`src/rtl/div_pkg.sv`:
```
// Shared definitions for the sequential divider: RV32M op encodings, FSM states, default width.
package div_pkg;

  localparam int DIV_N = 32;

  typedef enum logic [1:0] {
    DIV_OP_DIV  = 2'b00,
    DIV_OP_DIVU = 2'b01,
    DIV_OP_REM  = 2'b10,
    DIV_OP_REMU = 2'b11
  } div_op_e;

  typedef enum logic [1:0] {
    IDLE,
    RUN,
    FIX,
    DONE
  } div_state_e;

  function automatic logic op_is_signed(input div_op_e op);
    return ~op[0];
  endfunction

  function automatic logic op_is_rem(input div_op_e op);
    return op[1];
  endfunction

endpackage

```
`src/rtl/ripple_borrow_sub.sv`:
```
// Ripple subtractor A-B built from full-adder cells (inverted B, carry-in 1).
// borrow_o is high when B > A, i.e. the inverse of the final carry.
module full_adder (
  input  logic a_i,
  input  logic b_i,
  input  logic cin_i,
  output logic sum_o,
  output logic cout_o
);
  assign sum_o  = a_i ^ b_i ^ cin_i;
  assign cout_o = (a_i & b_i) | (cin_i & (a_i ^ b_i));
endmodule

module ripple_borrow_sub #(
  parameter int W = 33
) (
  input  logic [W-1:0] a_i,
  input  logic [W-1:0] b_i,
  output logic [W-1:0] diff_o,
  output logic         borrow_o
);
  logic [W:0] carry;

  assign carry[0] = 1'b1;

  for (genvar i = 0; i < W; i++) begin : g_bit
    full_adder u_fa (
      .a_i   (a_i[i]),
      .b_i   (~b_i[i]),
      .cin_i (carry[i]),
      .sum_o (diff_o[i]),
      .cout_o(carry[i+1])
    );
  end

  assign borrow_o = ~carry[W];
endmodule

```
`src/rtl/seq_divider.sv`:
```
// Multi-cycle restoring divider for RV32M DIV/DIVU/REM/REMU, one quotient bit per cycle.
// Optional SEQ_DIV_ZERO_BYPASS_EN: a zero divisor skips the RUN phase (2-cycle latency).
module seq_divider
  import div_pkg::*;
#(
  parameter int N     = DIV_N,
  parameter int CNT_W = $clog2(N) + 1
) (
  input  logic         clk,
  input  logic         rst_n,
  input  logic         start,
  input  logic [1:0]   op,
  input  logic [N-1:0] dividend,
  input  logic [N-1:0] divisor,
  output logic         busy,
  output logic         done,
  output logic [N-1:0] result,
  output logic         div_zero
);

  div_state_e       state_q, state_d;
  logic [CNT_W-1:0] cnt_q, cnt_d;
  logic [N-1:0]     rem_q, rem_d, quo_q, quo_d, dsr_q, dsr_d;
  logic [N-1:0]     result_q, result_d;
  div_op_e          op_q, op_d;
  logic             sign_a_q, sign_a_d, sign_b_q, sign_b_d;
  logic             dsr_zero_q, dsr_zero_d, div_zero_q, div_zero_d;

  // Operand magnitudes; |MIN| = 2^(N-1) still fits as an unsigned N-bit value.
  logic         in_signed, a_neg, b_neg, b_zero;
  logic [N-1:0] a_mag, b_mag;

  assign in_signed = op_is_signed(div_op_e'(op));
  assign a_neg     = in_signed & dividend[N-1];
  assign b_neg     = in_signed & divisor[N-1];
  assign a_mag     = a_neg ? -dividend : dividend;
  assign b_mag     = b_neg ? -divisor : divisor;
  assign b_zero    = (divisor == '0);

  logic [N:0] shifted, trial;
  logic       borrow, trial_msb_unused;

  assign shifted = {rem_q, quo_q[N-1]};

  ripple_borrow_sub #(.W(N + 1)) u_sub (
    .a_i     (shifted),
    .b_i     ({1'b0, dsr_q}),
    .diff_o  (trial),
    .borrow_o(borrow)
  );

  // A non-borrowing trial is always below the divisor, so its top bit is zero.
  assign trial_msb_unused = trial[N];

  logic q_neg, r_neg;

  assign q_neg = (op_q == DIV_OP_DIV) & (sign_a_q ^ sign_b_q) & ~dsr_zero_q;
  assign r_neg = (op_q == DIV_OP_REM) & sign_a_q;

  // NOTE: every *_d gets its hold value first so no path through this block infers a latch.
  always_comb begin
    state_d    = state_q;
    cnt_d      = cnt_q;
    rem_d      = rem_q;
    quo_d      = quo_q;
    dsr_d      = dsr_q;
    op_d       = op_q;
    sign_a_d   = sign_a_q;
    sign_b_d   = sign_b_q;
    dsr_zero_d = dsr_zero_q;
    result_d   = result_q;
    div_zero_d = div_zero_q;

    case (state_q)
      IDLE: begin
        if (start) begin
          op_d       = div_op_e'(op);
          sign_a_d   = a_neg;
          sign_b_d   = b_neg;
          dsr_d      = b_mag;
          dsr_zero_d = b_zero;
          rem_d      = '0;
          quo_d      = a_mag;
          cnt_d      = '0;
          state_d    = RUN;
`ifdef SEQ_DIV_ZERO_BYPASS_EN
          // Preload what N iterations against a zero divisor would leave behind.
          if (b_zero) begin
            rem_d   = a_mag;
            quo_d   = '1;
            state_d = FIX;
          end
`endif
        end
      end

      RUN: begin
        cnt_d = cnt_q + CNT_W'(1);
        rem_d = borrow ? shifted[N-1:0] : trial[N-1:0];
        quo_d = {quo_q[N-2:0], ~borrow};
        if (cnt_q == CNT_W'(N - 1)) state_d = FIX;
      end

      FIX: begin
        if (op_is_rem(op_q)) result_d = r_neg ? -rem_q : rem_q;
        else                 result_d = q_neg ? -quo_q : quo_q;
        div_zero_d = dsr_zero_q;
        state_d    = DONE;
      end

      DONE:    state_d = IDLE;
      default: state_d = IDLE;
    endcase
  end

  // NOTE: state registers use non-blocking assignments so all flops update from pre-edge values.
  always_ff @(posedge clk or negedge rst_n) begin
    if (!rst_n) begin
      state_q    <= IDLE;
      cnt_q      <= '0;
      rem_q      <= '0;
      quo_q      <= '0;
      dsr_q      <= '0;
      op_q       <= DIV_OP_DIV;
      sign_a_q   <= 1'b0;
      sign_b_q   <= 1'b0;
      dsr_zero_q <= 1'b0;
      result_q   <= '0;
      div_zero_q <= 1'b0;
    end else begin
      state_q    <= state_d;
      cnt_q      <= cnt_d;
      rem_q      <= rem_d;
      quo_q      <= quo_d;
      dsr_q      <= dsr_d;
      op_q       <= op_d;
      sign_a_q   <= sign_a_d;
      sign_b_q   <= sign_b_d;
      dsr_zero_q <= dsr_zero_d;
      result_q   <= result_d;
      div_zero_q <= div_zero_d;
    end
  end

  assign busy     = (state_q != IDLE);
  assign done     = (state_q == DONE);
  assign result   = result_q;
  assign div_zero = div_zero_q;

endmodule

```
`config.mk`:
```
export PLATFORM = sky130hd
export DESIGN_NAME = seq_divider
export DESIGN_NICKNAME = d
export VERILOG_FILES = /design/src/rtl/div_pkg.sv /design/src/rtl/ripple_borrow_sub.sv /design/src/rtl/seq_divider.sv
export SDC_FILE = /design/constraint.sdc
export NUM_CORES = 1
export LEC_CHECK = 0
export ABC_CLOCK_PERIOD_IN_PS = 18700
export CELL_PAD_IN_SITES_DETAIL_PLACEMENT = 1
export CELL_PAD_IN_SITES_GLOBAL_PLACEMENT = 1
export CORE_MARGIN = 2
export CORE_UTILIZATION = 44
export DETAILED_ROUTE_END_ITERATION = 6
export GPL_TIMING_DRIVEN = 1
export PLACE_DENSITY = 0.78
export SLEW_MARGIN = 20
export SYNTH_ARGS = -nofsm -noshare
export SYNTH_HDL_FRONTEND = slang
export SYNTH_HIERARCHICAL = 1
export SYNTH_SLANG_ARGS = --single-unit
```
`constraint.sdc`:
```
create_clock -name clk -period 18.7 [get_ports clk]
set_clock_uncertainty 0.2 [all_clocks]
set_input_delay 3.74 -clock clk [delete_from_list [all_inputs] [get_ports clk]]
set_output_delay 3.74 -clock clk [all_outputs]
set_load 0.01 [all_outputs]
```
* Yosys cells after proc, flatten, opt, wreduce, memory -nomap -nowiden
Cells that the tools add are included. Widths: inputs -> output; s select.
Storage, ports and cells: flip-flop bits (word level) 142, bits in latches 0, bits in writable memories 0, memory bits (read-only) 0, input port bits 69, word-level logic and storage cells 248, memories kept 0
Cells by class: $add $sub $neg 5, multiply operators 0, div/mod/pow operators 0, magnitude comparators 0, equal/unequal tests 7, shift operators 0, mux-type cells 15, bitwise logic cells 202, reduce and logical (&&, ||, !) cells 8
Operators with widths (count):
- $mux 32 | 8
- $neg 32->32 | 4
- $pmux 32 s2 | 2
- $and 1x1->1 | 69
- $xor 1x1->1 | 64
- $not 1->1 | 36
- $or 1x1->1 | 33
- $logic_not 32->1 | 1
- $pmux 6 s2 | 1
- $pmux 2 s4 | 1
- $add 6x1->6 const B | 1
- $eq 2x2->1 const B | 3
- $eq 6x5->1 const B | 1
- $mux 6 | 1
- $reduce_and 2->1 | 3
- $logic_not 2->1 | 2
- $mux 2 | 2
- $ne 2x2->1 const B | 2
- $reduce_bool 2->1 | 2
- $eq 2x1->1 const B | 1

* Logic depth before layout (Yosys ltp)
Gate-level depths: netlist of run 1.
depth in word-level cells 69, gate-level depth with buffers 40, mapped depth without buffers 38

* Modules after synthesis
The synthesis of run 1 kept the hierarchy.
By module, submodules not included:
- seq_divider | instances 1, cells each 1015, area an instance 8918.6 um2
- full_adder | instances 33, cells each 1, area an instance 20.0 um2
- ripple_borrow_sub | instances 1, cells each 35, area an instance 131.4 um2

* Worst setup path after synthesis of run 1
Ideal clock, no wire load.
path type register to register, start reg quo_q[31], end reg rem_q[10], library setup time 0.133 ns, data arrival time 14.038 ns, data required time 18.367 ns, setup slack 4.329 ns, cell stages (with the launch flop) 39, period minus slack after synthesis 14.371 ns, cells stage by stage dfrtp_1 fa_1 fa_1 fa_1 fa_1 fa_1 fa_1 fa_1 fa_1 fa_1 fa_1 fa_1 fa_1 fa_1 fa_1 fa_1 fa_1 fa_1 (+3 left out) fa_1 fa_1 fa_1 fa_1 fa_1 fa_1 fa_1 fa_1 fa_1 fa_1 fa_1 fa_1 fa_1 inv_1 clkbuf_1 buf_1 mux2i_1 o21ai_0
Between the ends: cells in the longest elaborated chain, start to end 68, elaborated cells between the ends (all ways) 70, classes of those cells mux: 2; bitwise: 68
Ends and longest elaborated chain:
- start, declared | RTL line seq_divider.sv:23 | logic [N-1:0] rem_q, rem_d, quo_q, quo_d, dsr_q, dsr_d;
- start signal, assigned | RTL line seq_divider.sv:134 | quo_q <= quo_d;
- $and 1x1->1 / $xor 1x1->1 (equally long branches) | RTL line ripple_borrow_sub.sv:11 | assign cout_o = (a_i & b_i) | (cin_i & (a_i ^ b_i));
- $or 1x1->1 * | RTL line ripple_borrow_sub.sv:11
- named net u_sub.carry[1] | RTL line ripple_borrow_sub.sv:22 | logic [W:0] carry;
- $and 1x1->1 * | RTL line ripple_borrow_sub.sv:11
- $or 1x1->1 * | RTL line ripple_borrow_sub.sv:11
- named net u_sub.carry[2] | RTL line ripple_borrow_sub.sv:22
- $and 1x1->1 * | RTL line ripple_borrow_sub.sv:11
- $or 1x1->1 * | RTL line ripple_borrow_sub.sv:11
- named net u_sub.carry[3] | RTL line ripple_borrow_sub.sv:22
- (+2 left out)
- named net u_sub.carry[4] | RTL line ripple_borrow_sub.sv:22
- (+2 left out)
- named net u_sub.carry[5] | RTL line ripple_borrow_sub.sv:22
- (+2 left out)
- named net u_sub.carry[6] | RTL line ripple_borrow_sub.sv:22
- (+2 left out)
- named net u_sub.carry[7] | RTL line ripple_borrow_sub.sv:22
- (+2 left out)
- named net u_sub.carry[8] | RTL line ripple_borrow_sub.sv:22
- (+2 left out)
- named net u_sub.carry[9] | RTL line ripple_borrow_sub.sv:22
- (+2 left out)
- named net u_sub.carry[10] | RTL line ripple_borrow_sub.sv:22
- (+2 left out)
- named net u_sub.carry[11] | RTL line ripple_borrow_sub.sv:22
- (+2 left out)
- named net u_sub.carry[12] | RTL line ripple_borrow_sub.sv:22
- (+2 left out)
- named net u_sub.carry[13] | RTL line ripple_borrow_sub.sv:22
- (+2 left out)
- named net u_sub.carry[14] | RTL line ripple_borrow_sub.sv:22
- (+2 left out)
- named net u_sub.carry[15] | RTL line ripple_borrow_sub.sv:22
- (+2 left out)
- named net u_sub.carry[16] | RTL line ripple_borrow_sub.sv:22
- (+2 left out)
- named net u_sub.carry[17] | RTL line ripple_borrow_sub.sv:22
- (+2 left out)
- named net u_sub.carry[18] | RTL line ripple_borrow_sub.sv:22
- (+2 left out)
- named net u_sub.carry[19] | RTL line ripple_borrow_sub.sv:22
- (+2 left out)
- named net u_sub.carry[20] | RTL line ripple_borrow_sub.sv:22
- (+2 left out)
- named net u_sub.carry[21] | RTL line ripple_borrow_sub.sv:22
- (+2 left out)
- named net u_sub.carry[22] | RTL line ripple_borrow_sub.sv:22
- (+2 left out)
- named net u_sub.carry[23] | RTL line ripple_borrow_sub.sv:22
- (+2 left out)
- named net u_sub.carry[24] | RTL line ripple_borrow_sub.sv:22
- (+2 left out)
- named net u_sub.carry[25] | RTL line ripple_borrow_sub.sv:22
- (+2 left out)
- named net u_sub.carry[26] | RTL line ripple_borrow_sub.sv:22
- (+2 left out)
- named net u_sub.carry[27] | RTL line ripple_borrow_sub.sv:22
- (+2 left out)
- named net u_sub.carry[28] | RTL line ripple_borrow_sub.sv:22
- (+2 left out)
- named net u_sub.carry[29] | RTL line ripple_borrow_sub.sv:22
- (+2 left out)
- named net u_sub.carry[30] | RTL line ripple_borrow_sub.sv:22
- (+2 left out)
- named net u_sub.carry[31] | RTL line ripple_borrow_sub.sv:22
- $and 1x1->1 * | RTL line ripple_borrow_sub.sv:11
- $or 1x1->1 * | RTL line ripple_borrow_sub.sv:11
- named net u_sub.carry[32] | RTL line ripple_borrow_sub.sv:22
- $and 1x1->1 * | RTL line ripple_borrow_sub.sv:11
- $or 1x1->1 * | RTL line ripple_borrow_sub.sv:11
- named net u_sub.carry[33] | RTL line ripple_borrow_sub.sv:22
- $mux 32 * | RTL line seq_divider.sv:99 | rem_d = borrow ? shifted[N-1:0] : trial[N-1:0];
- $pmux 32 s2 * | RTL line seq_divider.sv:74 | case (state_q)
- end signal, assigned | RTL line seq_divider.sv:133 | rem_q <= rem_d;
- end, declared | RTL line seq_divider.sv:23
Mark *: on every way through the listed nets, which the timed path passes. The rest lies on a longest branch. A chain may end at the register's enable or synchronous reset.

* Final worst setup path of run 1
start reg quo_q[31], end reg rem_q[1]
Same word-level chain as after synthesis.

==> reports/results.ini, run 1 <==
[power_and_ir_drop]
p_leak_uw=0.00471
vdd_drop_max_mv=0.140
p_int_uw=1120
swShare=0.437
total_power_uw=1980
combPwrFrac=0.508
switchingPower_uw=867
pwr-share-seq=0.308
clkPwrFrac=0.185
cellPowerDensity_nw_per_um2=171

[sta]
fin_hold_ws_ns=0.281
fin_crit_sh=0.794
finalHoldViolCount=0
slew_headroom=0.307
worst_slew_pin_slew_ns=1.04
finalSetupViolCount=0
tns_ns=0
fmax_mhz=67.3
rsz0062_at_grt=false
maxSlewViolCount=0
period_needed_ns=14.85

[cells_and_area]
drive_gt1_frac=0.0687
area_delta_synth_final_pct=19.3
fin_area_sq_um=11600
finalNonFillerCells=1444
n_antenna_cell=0
nets=1263

[critical_path]
arrival_ns=14.94
start_kind=flip-flop
crit_type=reg -> reg
critPathMaxStageDelay_ns=0.49
cp.required_ns=18.79
path_max_fanout=33
reg2reg_slack_ns=3.85
crit_top_cell=fa_1
reg2reg_depth=37
slowest_stage=fa_1
r2r-start=quo_q[31]$_DFFE_PN0P_
rr_endpoint=rem_q[1]$_DFFE_PN0P_
worstSetupEndpointType=flip-flop

[clock_network]
cts_tree=yes
clock-sinks=142
clk_pin_slew_worst_paths_ns=0.06
cts_resized=0
clk_latency_ns=0.43
cts_hold_buf=0
htree_levels=4
cts_buffer_depth=2
cts-root-buf=clkbuf_16
postCtsSetupBuffers=0
numCtsBuffers=17

[logic_synthesis]
yosys_register_bits=142
seq_area_frac_synth=0.366
synth_edf_count=0
ys_async_sr_fraction=1.00
yosysTopAreaCellShare=0.366
syn_nets=1194
ys_top_cells_by_area=dfrtp_1, fa_1, o21ai_0
postSynthCellCount=1083
synth_warnings=6
syn_area_per_cell_sq_um=8.97
syn_area_sq_um=9710
ys_dominant_reg_cell=dfrtp_1
synth_largest_area_cell=dfrtp_1
synth.distinct_cells=62

[placed_design]
routabilityCongestion=0.854
dp_hpwl_um=20200
dp.cells=1413
numPortBuffers=103
dpl_cell_area_sq_um=11000

[worst_hold_path]
hold_class=reg -> reg
min_to=dsr_q[25]$_DFFE_PN0P_
min-delay-start=dsr_q[25]$_DFFE_PN0P_
hold_path_depth=2

[floorplan]
dieArea_sq_um=23300
row_count=54
fp.dieH_um=153
ioPinCount=104
start_util=0.446
fp.coreArea_sq_um=21800
fp.dieW_um=153

[run_status]
status=complete, no violations

[global_routing]
grt_pass1_vias=8911
grt_start_max_net_pins=89
grt_pass1_wl_um=47000
antenna_found_initial=0
grt_overflow=0
grt_util_all_layers=0.249

[routing]
num_vias=8437
drc_errors=0
vias_per_cell=5.84
routed_wl_um=28000
post_drt_wl_per_cell_um=19.4
drt_iter0_markers=465
final_antenna_net_count=0
drt_pass1_iterations=5

[flow_run]
drv_cap=0

how the worst max path moves through the flow:
| stage | startpoint | to | slack [ns] |
|---|---|---|---|
| after floorplan | quo_q[31]$_DFFE_PN0P_ | rem_q[10]$_DFFE_PN0P_ | 4.33 |
| after global placement | quo_q[31]$_DFFE_PN0P_ | rem_q[0]$_DFFE_PN0P_ | 4.29 |
| after detailed placement | quo_q[31]$_DFFE_PN0P_ | rem_q[7]$_DFFE_PN0P_ | 3.96 |
| after CTS | quo_q[31]$_DFFE_PN0P_ | rem_q[12]$_DFFE_PN0P_ | 3.84 |
| after global routing | quo_q[31]$_DFFE_PN0P_ | rem_q[5]$_DFFE_PN0P_ | 3.39 |
| final | quo_q[31]$_DFFE_PN0P_ | rem_q[1]$_DFFE_PN0P_ | 3.85 |
metal layers:
metal	routed length [um]	track usage
met1	12700	0.340
met2	14100	0.421
met3	964	0.0373
met4	306	0.0547
met5	0	0
registers in the layout (all words and copies together), names as in the netlist:
signal / count
dsr_zero_q: 1
sign_a_q: 1
result: 32
cnt_q: 6
state_q: 2
div_zero: 1
op_q: 2
quo_q: 32
rem_q: 32
dsr_q: 32
sign_b_q: 1
power groups by stage:
stage,clock [uW],combinational (uW),sequential [uW]
6_report,366,1010,610
5_1_grt,383,1130,634
4_1_cts,372,1010,609
3_5_place_dp,0,996,611
3_3_place_gp,0,953,605
2_1_floorplan,0,685,567
cell usage after synthesis (4+ instances only):
| master | number |
|---|---|
| nand4_1 | 8 |
| o211ai_1 | 5 |
| nor2_1 | 75 |
| dfrtp_1 | 142 |
| buf_1 | 7 |
| nor4_1 | 20 |
| fa_1 | 33 |
| mux2_2 | 16 |
| o21ai_0 | 124 |
| or4_1 | 11 |
| ha_1 | 9 |
| clkbuf_1 | 56 |
| nand3b_1 | 4 |
| or3_1 | 28 |
| nand2_1 | 106 |
| o221ai_1 | 9 |
| nand3_1 | 8 |
| a21oi_1 | 67 |
| nor2b_1 | 8 |
| o31ai_1 | 13 |
| o22ai_1 | 15 |
| inv_1 | 53 |
| mux2i_1 | 46 |
| xor2_1 | 54 |
| nand2b_1 | 17 |
| a31oi_1 | 15 |
| and2_1 | 4 |
| nor3_1 | 15 |
| xnor2_1 | 59 |
| o41ai_1 | 8 |
| or2_2 | 4 |
critical path, delay by kind of cell, from the launching register on:
kind                       cells  cell delay, ns
muxes                          1            0.28
buffers and inverters          2            0.53
DFF                            1            0.46
adders and majority gates     33           13.10
AOI/OAI and AO/OA              1            0.10
area by class of cell:
class                           count  area (sq um)
Tap cell                          280           350
Clock inverter                     10           163
Inverter                           53           199
Clock buffer                       21           460
Sequential cell                   142          3550
Multi-Input combinational cell    824          5740
Fill cell                        2512         10200
Timing Repair Buffer              114          1110
cell usage in the layout, fill, tap and decap left out, types with 11 or more instances in the layout:
| cell | n |
|---|---|
| a21oi_1 | 67 |
| a31oi_1 | 15 |
| buf_4 | 11 |
| clkbuf_16 | 17 |
| clkdlybuf4s50_1 | 102 |
| dfrtp_1 | 142 |
| fa_1 | 33 |
| inv_1 | 53 |
| mux2_2 | 16 |
| mux2i_1 | 46 |
| nand2_1 | 105 |
| nand2b_1 | 17 |
| nor2_1 | 75 |
| nor3_1 | 15 |
| nor4_1 | 19 |
| o21ai_0 | 123 |
| o22ai_1 | 15 |
| o31ai_1 | 13 |
| or3_1 | 28 |
| or4_1 | 11 |
| xnor2_1 | 59 |
| xor2_1 | 54 |
cells by family after synthesis:
kind of cell	after synthesis	share of synthesized area
flops	142	0.366
fa+ha+maj	42	0.0796
compound gates	277	0.168
simple gates	328	0.173
other cells	2	0.000773
mux	62	0.0660
xor+xnor	113	0.102
buf+inv	117	0.0454
through the flow:
step	setup WS, ns	util
3_3_place_gp	4.29	0.504
6_report	3.85	0.532
5_1_grt	3.39	0.532
4_1_cts	3.84	0.532
2_1_floorplan	4.33	-
3_5_place_dp	3.96	0.504
Note: power is estimated with default switching activity, not from simulation.
==> inputs of run 2 (changes only) <==
--- a/config.mk
+++ b/config.mk
@@ -5,7 +5,7 @@
 export SDC_FILE = /design/constraint.sdc
 export NUM_CORES = 1
 export LEC_CHECK = 0
-export ABC_CLOCK_PERIOD_IN_PS = 18700
+export ABC_CLOCK_PERIOD_IN_PS = 14300
 export CELL_PAD_IN_SITES_DETAIL_PLACEMENT = 1
 export CELL_PAD_IN_SITES_GLOBAL_PLACEMENT = 1
 export CORE_MARGIN = 2
==> constraint.sdc (replaced) <==
create_clock -name clk -period 14.3 [get_ports clk]
set_clock_uncertainty 0.2 [all_clocks]
set_input_delay 2.86 -clock clk [delete_from_list [all_inputs] [get_ports clk]]
set_output_delay 2.86 -clock clk [all_outputs]
set_load 0.01 [all_outputs]
==> run 2 against run 1 <==
Effect of this change: hold slack worse by 0.0040 ns; utilization rose by 0.46 points; count of clock-buffer cells in the layout fell by 2; setup slack lost 3.6 ns; non-clock buffer count increased by 5; die area unchanged; maximum frequency grew 5.5%.
==> reports/results.ini, run 2 (synthesis results as in run 1) <==
[sta]
fin_crit_sh=0.985  ; +0.191
period_needed_ns=14.08  ; -0.768 ns
worst_slew_pin_slew_ns=1.03  ; -0.00625 ns
finalHoldViolCount=0  ; unchanged
fin_hold_ws_ns=0.277  ; -0.00402 ns
tns_ns=0  ; unchanged
slew_headroom=0.311  ; +0.00418
fmax_mhz=71.0  ; +5.5%
maxSlewViolCount=0  ; unchanged
finalSetupViolCount=0  ; unchanged

[critical_path]
slowest_stage=fa_1
arrival_ns=14.19  ; -0.75 ns
r2r-start=dsr_q[0]$_DFFE_PN0P_
crit_type=reg -> reg
critPathMaxStageDelay_ns=0.42  ; -0.07 ns
crit_top_cell=fa_1
path_max_fanout=8  ; -76%
cp.required_ns=14.40  ; -4.39 ns
worstSetupEndpointType=flip-flop
start_kind=flip-flop
setup.worst_path.start=dsr_q[0]$_DFFE_PN0P_
reg2reg_slack_ns=0.22  ; -3.63 ns

[floorplan]
ioPinCount=104  ; unchanged
start_util=0.446  ; unchanged
fp.dieW_um=153  ; unchanged
fp.dieH_um=153  ; unchanged
fp.coreArea_sq_um=21800  ; unchanged
dieArea_sq_um=23300  ; unchanged
row_count=54  ; unchanged

[cells_and_area]
final_cell_mix=dfrtp_1, o21ai_0, nand2_1
fin_area_sq_um=11700  ; +0.86%
area_delta_synth_final_pct=20.3
n_antenna_cell=0  ; unchanged
drive_gt1_frac=0.0839  ; +0.0152
final_common_cell=dfrtp_1
finalNonFillerCells=1448  ; +0.28%
final_util=0.537  ; +0.00460
nets=1268  ; +0.40%

[placed_design]
dpl_cell_area_sq_um=11000  ; +0.25%
dp.cells=1415  ; +0.14%
routabilityCongestion=0.858  ; +0.53%
dp_hpwl_um=20500  ; +1.3%
numPortBuffers=103  ; unchanged

[power_and_ir_drop]
vdd_drop_max_mv=0.157  ; +12%
p_leak_uw=0.00474  ; +0.70%
cellPowerDensity_nw_per_um2=227  ; +33%

[global_routing]
grt_start_max_net_pins=81  ; -9.0%
antenna_found_initial=0  ; unchanged
grt_overflow=0  ; unchanged
grt_pass1_wl_um=47800  ; +1.8%
grt_pass1_vias=8915  ; +0.045%
grt_util_all_layers=0.255  ; +0.00603

[clock_network]
numCtsBuffers=17  ; unchanged
cts_buffer_depth=2  ; unchanged
clk_pin_slew_worst_paths_ns=0.06  ; about the same
clk_latency_ns=0.43  ; about the same
htree_levels=4  ; unchanged
cts_hold_buf=0  ; unchanged
cts_tree=yes
clock-sinks=142  ; unchanged
cts-root-buf=clkbuf_16

[routing]
vias_per_cell=5.93  ; +1.6%
drt_iter0_markers=529  ; +14%
num_vias=8592  ; +1.8%
routed_wl_um=29200  ; +4.2%
final_antenna_net_count=0  ; unchanged
post_drt_wl_per_cell_um=20.2  ; +3.9%
drc_errors=0  ; unchanged
drt_pass1_iterations=5  ; unchanged

[worst_hold_path]
min-delay-start=dsr_q[2]$_DFFE_PN0P_
hold_class=reg -> reg

[flow_run]
drv_cap=0  ; unchanged

[run_status]
status=complete, no violations

==> run 2: power breakdown <==
group	internal (uW)	leakage, uW	switching, uW	total (uW)
registers	581	0.00175	218	799
logic	624	0.00270	776	1400
clock network	281	0.000290	178	459
total	1490	0.00474	1170	2660
==> run 2: stage by stage <==
stage               power, uW  setup WS, ns
finish                   2660         0.216
global route             2850       -0.0803
CTS                      2650        0.0317
detailed placement       2120        -0.239
global placement         2050         0.185
floorplan                1640         0.126
==> run 2: worst paths after layout <==
check                                         to  cells past startpoint
max                         quo_q[0]$_DFFE_PN0P_                     39
min                         dsr_q[2]$_DFFE_PN0P_                      2
max reg2reg                 quo_q[0]$_DFFE_PN0P_                     39
min reg2reg                 dsr_q[2]$_DFFE_PN0P_                      2
max in group asynchronous  rem_q[14]$_DFFE_PN0P_                      2
min in group asynchronous   quo_q[5]$_DFFE_PN0P_                      1
==> run 2: worst max-delay path: cells and delay by family, from the launching register on <==
family                     cells  cell delay [ns]
AOI/OAI and AO/OA              2             0.21
DFF                            1             0.36
adders and majority gates     33            12.62
buffers and inverters          3             0.47
and+or+nand+nor                1             0.07
==> run 2: metal layers <==
layer  track usage  vias to the layer above  routed length, um
li1              -                     3940                  -
met1         0.347                     4432              12900
met2         0.437                      198              14900
met3        0.0378                       22               1130
met4        0.0467                        0                283
met5             0                        -                  0
==> run 2: repair_timing <==
item                       in CTS  in global routing
gates resized for setup        10                  6
setup endpoints to repair      33                 33
pin swaps                       0                  0
setup buffers                   0                  1
gates cloned                    2                  0
==> run 2: cell type report <==
| type | instances | area [sq um] |
|---|---|---|
| fill | 2487 | 10100 |
| multi-input combinational | 824 | 5770 |
| sequential | 142 | 3550 |
| timing repair buffer | 119 | 1210 |
| clock buffer | 19 | 453 |
| tap | 280 | 350 |
| inverter | 53 | 204 |
| clock inverter | 11 | 143 |
==> inputs of run 3 (changes only) <==
--- a/config.mk
+++ b/config.mk
@@ -13,6 +13,7 @@
 export DETAILED_ROUTE_END_ITERATION = 6
 export GPL_TIMING_DRIVEN = 1
 export PLACE_DENSITY = 0.78
+export REMOVE_ABC_BUFFERS = 1
 export SLEW_MARGIN = 20
 export SYNTH_ARGS = -nofsm -noshare
 export SYNTH_HDL_FRONTEND = slang
==> run 3 against run 2 <==
Effect of this change: first-iteration DRC count fell by 5.7%; maximum frequency rose by 1.0%; total power is 1.0% lower; critical endpoint is now rem_q[30]$_DFFE_PN0P_; count of clock-buffer cells in the layout increased by 1; die area unchanged; largest cell class unchanged; register-to-register slack better by 0.14 ns.
==> reports/results.ini, run 3 (synthesis results as in run 1) <==
[placed_design]
numPortBuffers=103  ; unchanged
place_worst_setup_slack_ns=-0.349  ; -0.109 ns
routabilityCongestion=0.876  ; +2.1%
dpl_cell_area_sq_um=11000  ; unchanged
dp_hpwl_um=20300  ; -1.1%

[global_routing]
grt_util_all_layers=0.257  ; +0.00244
grt_overflow=0  ; unchanged
top_usage_layer=met2
met3_usage=0.0441  ; +0.00626
grt_util_met1=0.349  ; +0.00235
antenna_found_initial=0  ; unchanged
grt_pass1_vias=9003  ; +0.99%
gr-usage-met2=0.424  ; -0.0133
grt_start_max_net_pins=80  ; -1.2%
grt_pass1_wl_um=48100  ; +0.64%

[routing]
drt_pass1_iterations=4  ; -1
drt_iter0_markers=499  ; -5.7%
num_vias=8495  ; -1.1%
post_drt_wl_per_cell_um=20.0  ; -1.1%
vias_per_cell=5.87  ; -1.1%
final_antenna_net_count=0  ; unchanged
drc_errors=0  ; unchanged
routed_wl_um=28900  ; -1.1%

[floorplan]
fp.dieW_um=153  ; unchanged
start_util=0.446  ; unchanged
row_count=54  ; unchanged
fp.coreArea_sq_um=21800  ; unchanged
fp.dieH_um=153  ; unchanged
ioPinCount=104  ; unchanged
dieArea_sq_um=23300  ; unchanged

[power_and_ir_drop]
p_leak_uw=0.00466  ; -1.6%
combPwrFrac=0.532  ; +0.005
p_int_uw=1450  ; -2.5%
cellPowerDensity_nw_per_um2=226  ; -0.77%
swShare=0.449  ; +0.00823
clkPwrFrac=0.164  ; -0.009
pwr-share-seq=0.304  ; +0.003
vdd_drop_max_mv=0.102  ; -35%
switchingPower_uw=1180  ; +0.83%

[clock_network]
clk_pin_slew_worst_paths_ns=0.06  ; about the same
cts_buffer_depth=2  ; unchanged
postCtsSetupBuffers=0  ; unchanged
cts_tree=yes
htree_levels=4  ; unchanged
clk_latency_ns=0.43  ; about the same
cts-root-buf=clkbuf_16
clock-sinks=142  ; unchanged
numCtsBuffers=17  ; unchanged

[sta]
maxSlewViolCount=0  ; unchanged
fin_hold_ws_ns=0.281  ; +0.00390 ns
period_needed_ns=13.94  ; -0.144 ns
finalHoldViolCount=0  ; unchanged
slew_headroom=0.265  ; -0.0464
fmax_mhz=71.7  ; +1.0%
fin_crit_sh=0.975  ; -0.0101
rsz0062_at_grt=false
finalSetupViolCount=0  ; unchanged
worst_slew_pin_slew_ns=1.10  ; +0.0694 ns
final_critical_path_setup_slack_ns=0.360  ; +0.144 ns

[critical_path]
arrival_ns=14.03  ; -0.16 ns
slowest_stage=dfrtp_1
critPathMaxStageDelay_ns=0.41  ; about the same
path_max_fanout=10  ; +2
cp.required_ns=14.39  ; about the same
start_kind=flip-flop
cp_num_buf_inv=2  ; -1
r2r-start=quo_q[31]$_DFFE_PN0P_
worstSetupEndpointType=flip-flop
crit_type=reg -> reg
path_delay_family=adder cells
setup.worst_path.start=quo_q[31]$_DFFE_PN0P_
crit_top_cell=fa_2

[cells_and_area]
nets=1266  ; -0.16%
area_delta_synth_final_pct=20.0
nFillCells=2504  ; +0.68%
final_cell_mix=dfrtp_1, o21ai_0, nand2_1
n_antenna_cell=0  ; unchanged
multi_input_area_sq_um=5800  ; +0.59%
regArea_sq_um=3550  ; unchanged
final_common_cell=dfrtp_1
fin_area_sq_um=11700  ; -0.26%
drive_gt1_frac=0.0916  ; +0.00771

[worst_hold_path]
hold_class=reg -> reg
min-delay-start=dsr_q[14]$_DFFE_PN0P_

[flow_run]
drv_cap=0  ; unchanged

[run_status]
status=complete, no violations

-- run 3: final timing paths --
path,to,slack (ns),depth (start not counted)
max,rem_q[30]$_DFFE_PN0P_,0.36,37
min in group asynchronous,state_q[0]$_DFFE_PN0P_,2.25,1
min reg2reg,dsr_q[14]$_DFFE_PN0P_,0.28,2
min,dsr_q[14]$_DFFE_PN0P_,0.28,2
max reg2reg,rem_q[30]$_DFFE_PN0P_,0.36,37
max in group asynchronous,dsr_q[6]$_DFFE_PN0P_,10.30,2
-- run 3: worst reg2reg max path: cells and delay by family, from the launching register on --
family / cells / cell delay, ns
multiplexers: 1 / 0.25
flip-flops: 1 / 0.41
AO/OA/AOI/OAI: 1 / 0.11
adder cells (fa/ha/maj): 33 / 12.56
buffers and inverters: 2 / 0.26
-- run 3: layout make-up --
type | instances | area share
repair buffers | 117 | 0.101
inverters | 53 | 0.0175
well taps | 280 | 0.0301
flip-flops and latches | 142 | 0.305
clock inverters | 12 | 0.00966
multi-input cells | 824 | 0.498
clock buffers | 20 | 0.0383
-- run 3: power by group through the flow --
stage	sequential, uW	combinational (uW)	clock, uW
finish	800	1400	431
CTS	797	1390	435
detailed placement	799	1320	0
global placement	792	1260	0
global route	829	1560	452
floorplan	761	852	0
-- run 3: timing repair --
| action | in CTS | in global routing |
|---|---|---|
| pin swaps | 1 | 1 |
| gates resized for setup | 19 | 9 |
| hold buffers | 0 | 0 |
| gates cloned | 1 | 0 |
| setup endpoints to repair | 33 | 33 |
-- run 3: per-layer routing --
| layer | wire length [um] | share of wire |
|---|---|---|
| met1 | 12800 | 0.44 |
| met2 | 14300 | 0.50 |
| met3 | 1100 | 0.038 |
| met4 | 605 | 0.021 |
| met5 | 0 | 0 |
-- run 3: metrics by stage --
stage / total power (uW) / TNS (ns) / utilization / std cells
after global routing: 2850 / 0 / 0.536 / 1448
final: 2630 / 0 / 0.536 / 1448
after floorplan: 1610 / -10.29 / - / 1019
after global placement: 2050 / 0 / 0.505 / 1415
after CTS: 2630 / 0 / 0.534 / 1448
after detailed placement: 2120 / -10.55 / 0.505 / 1415
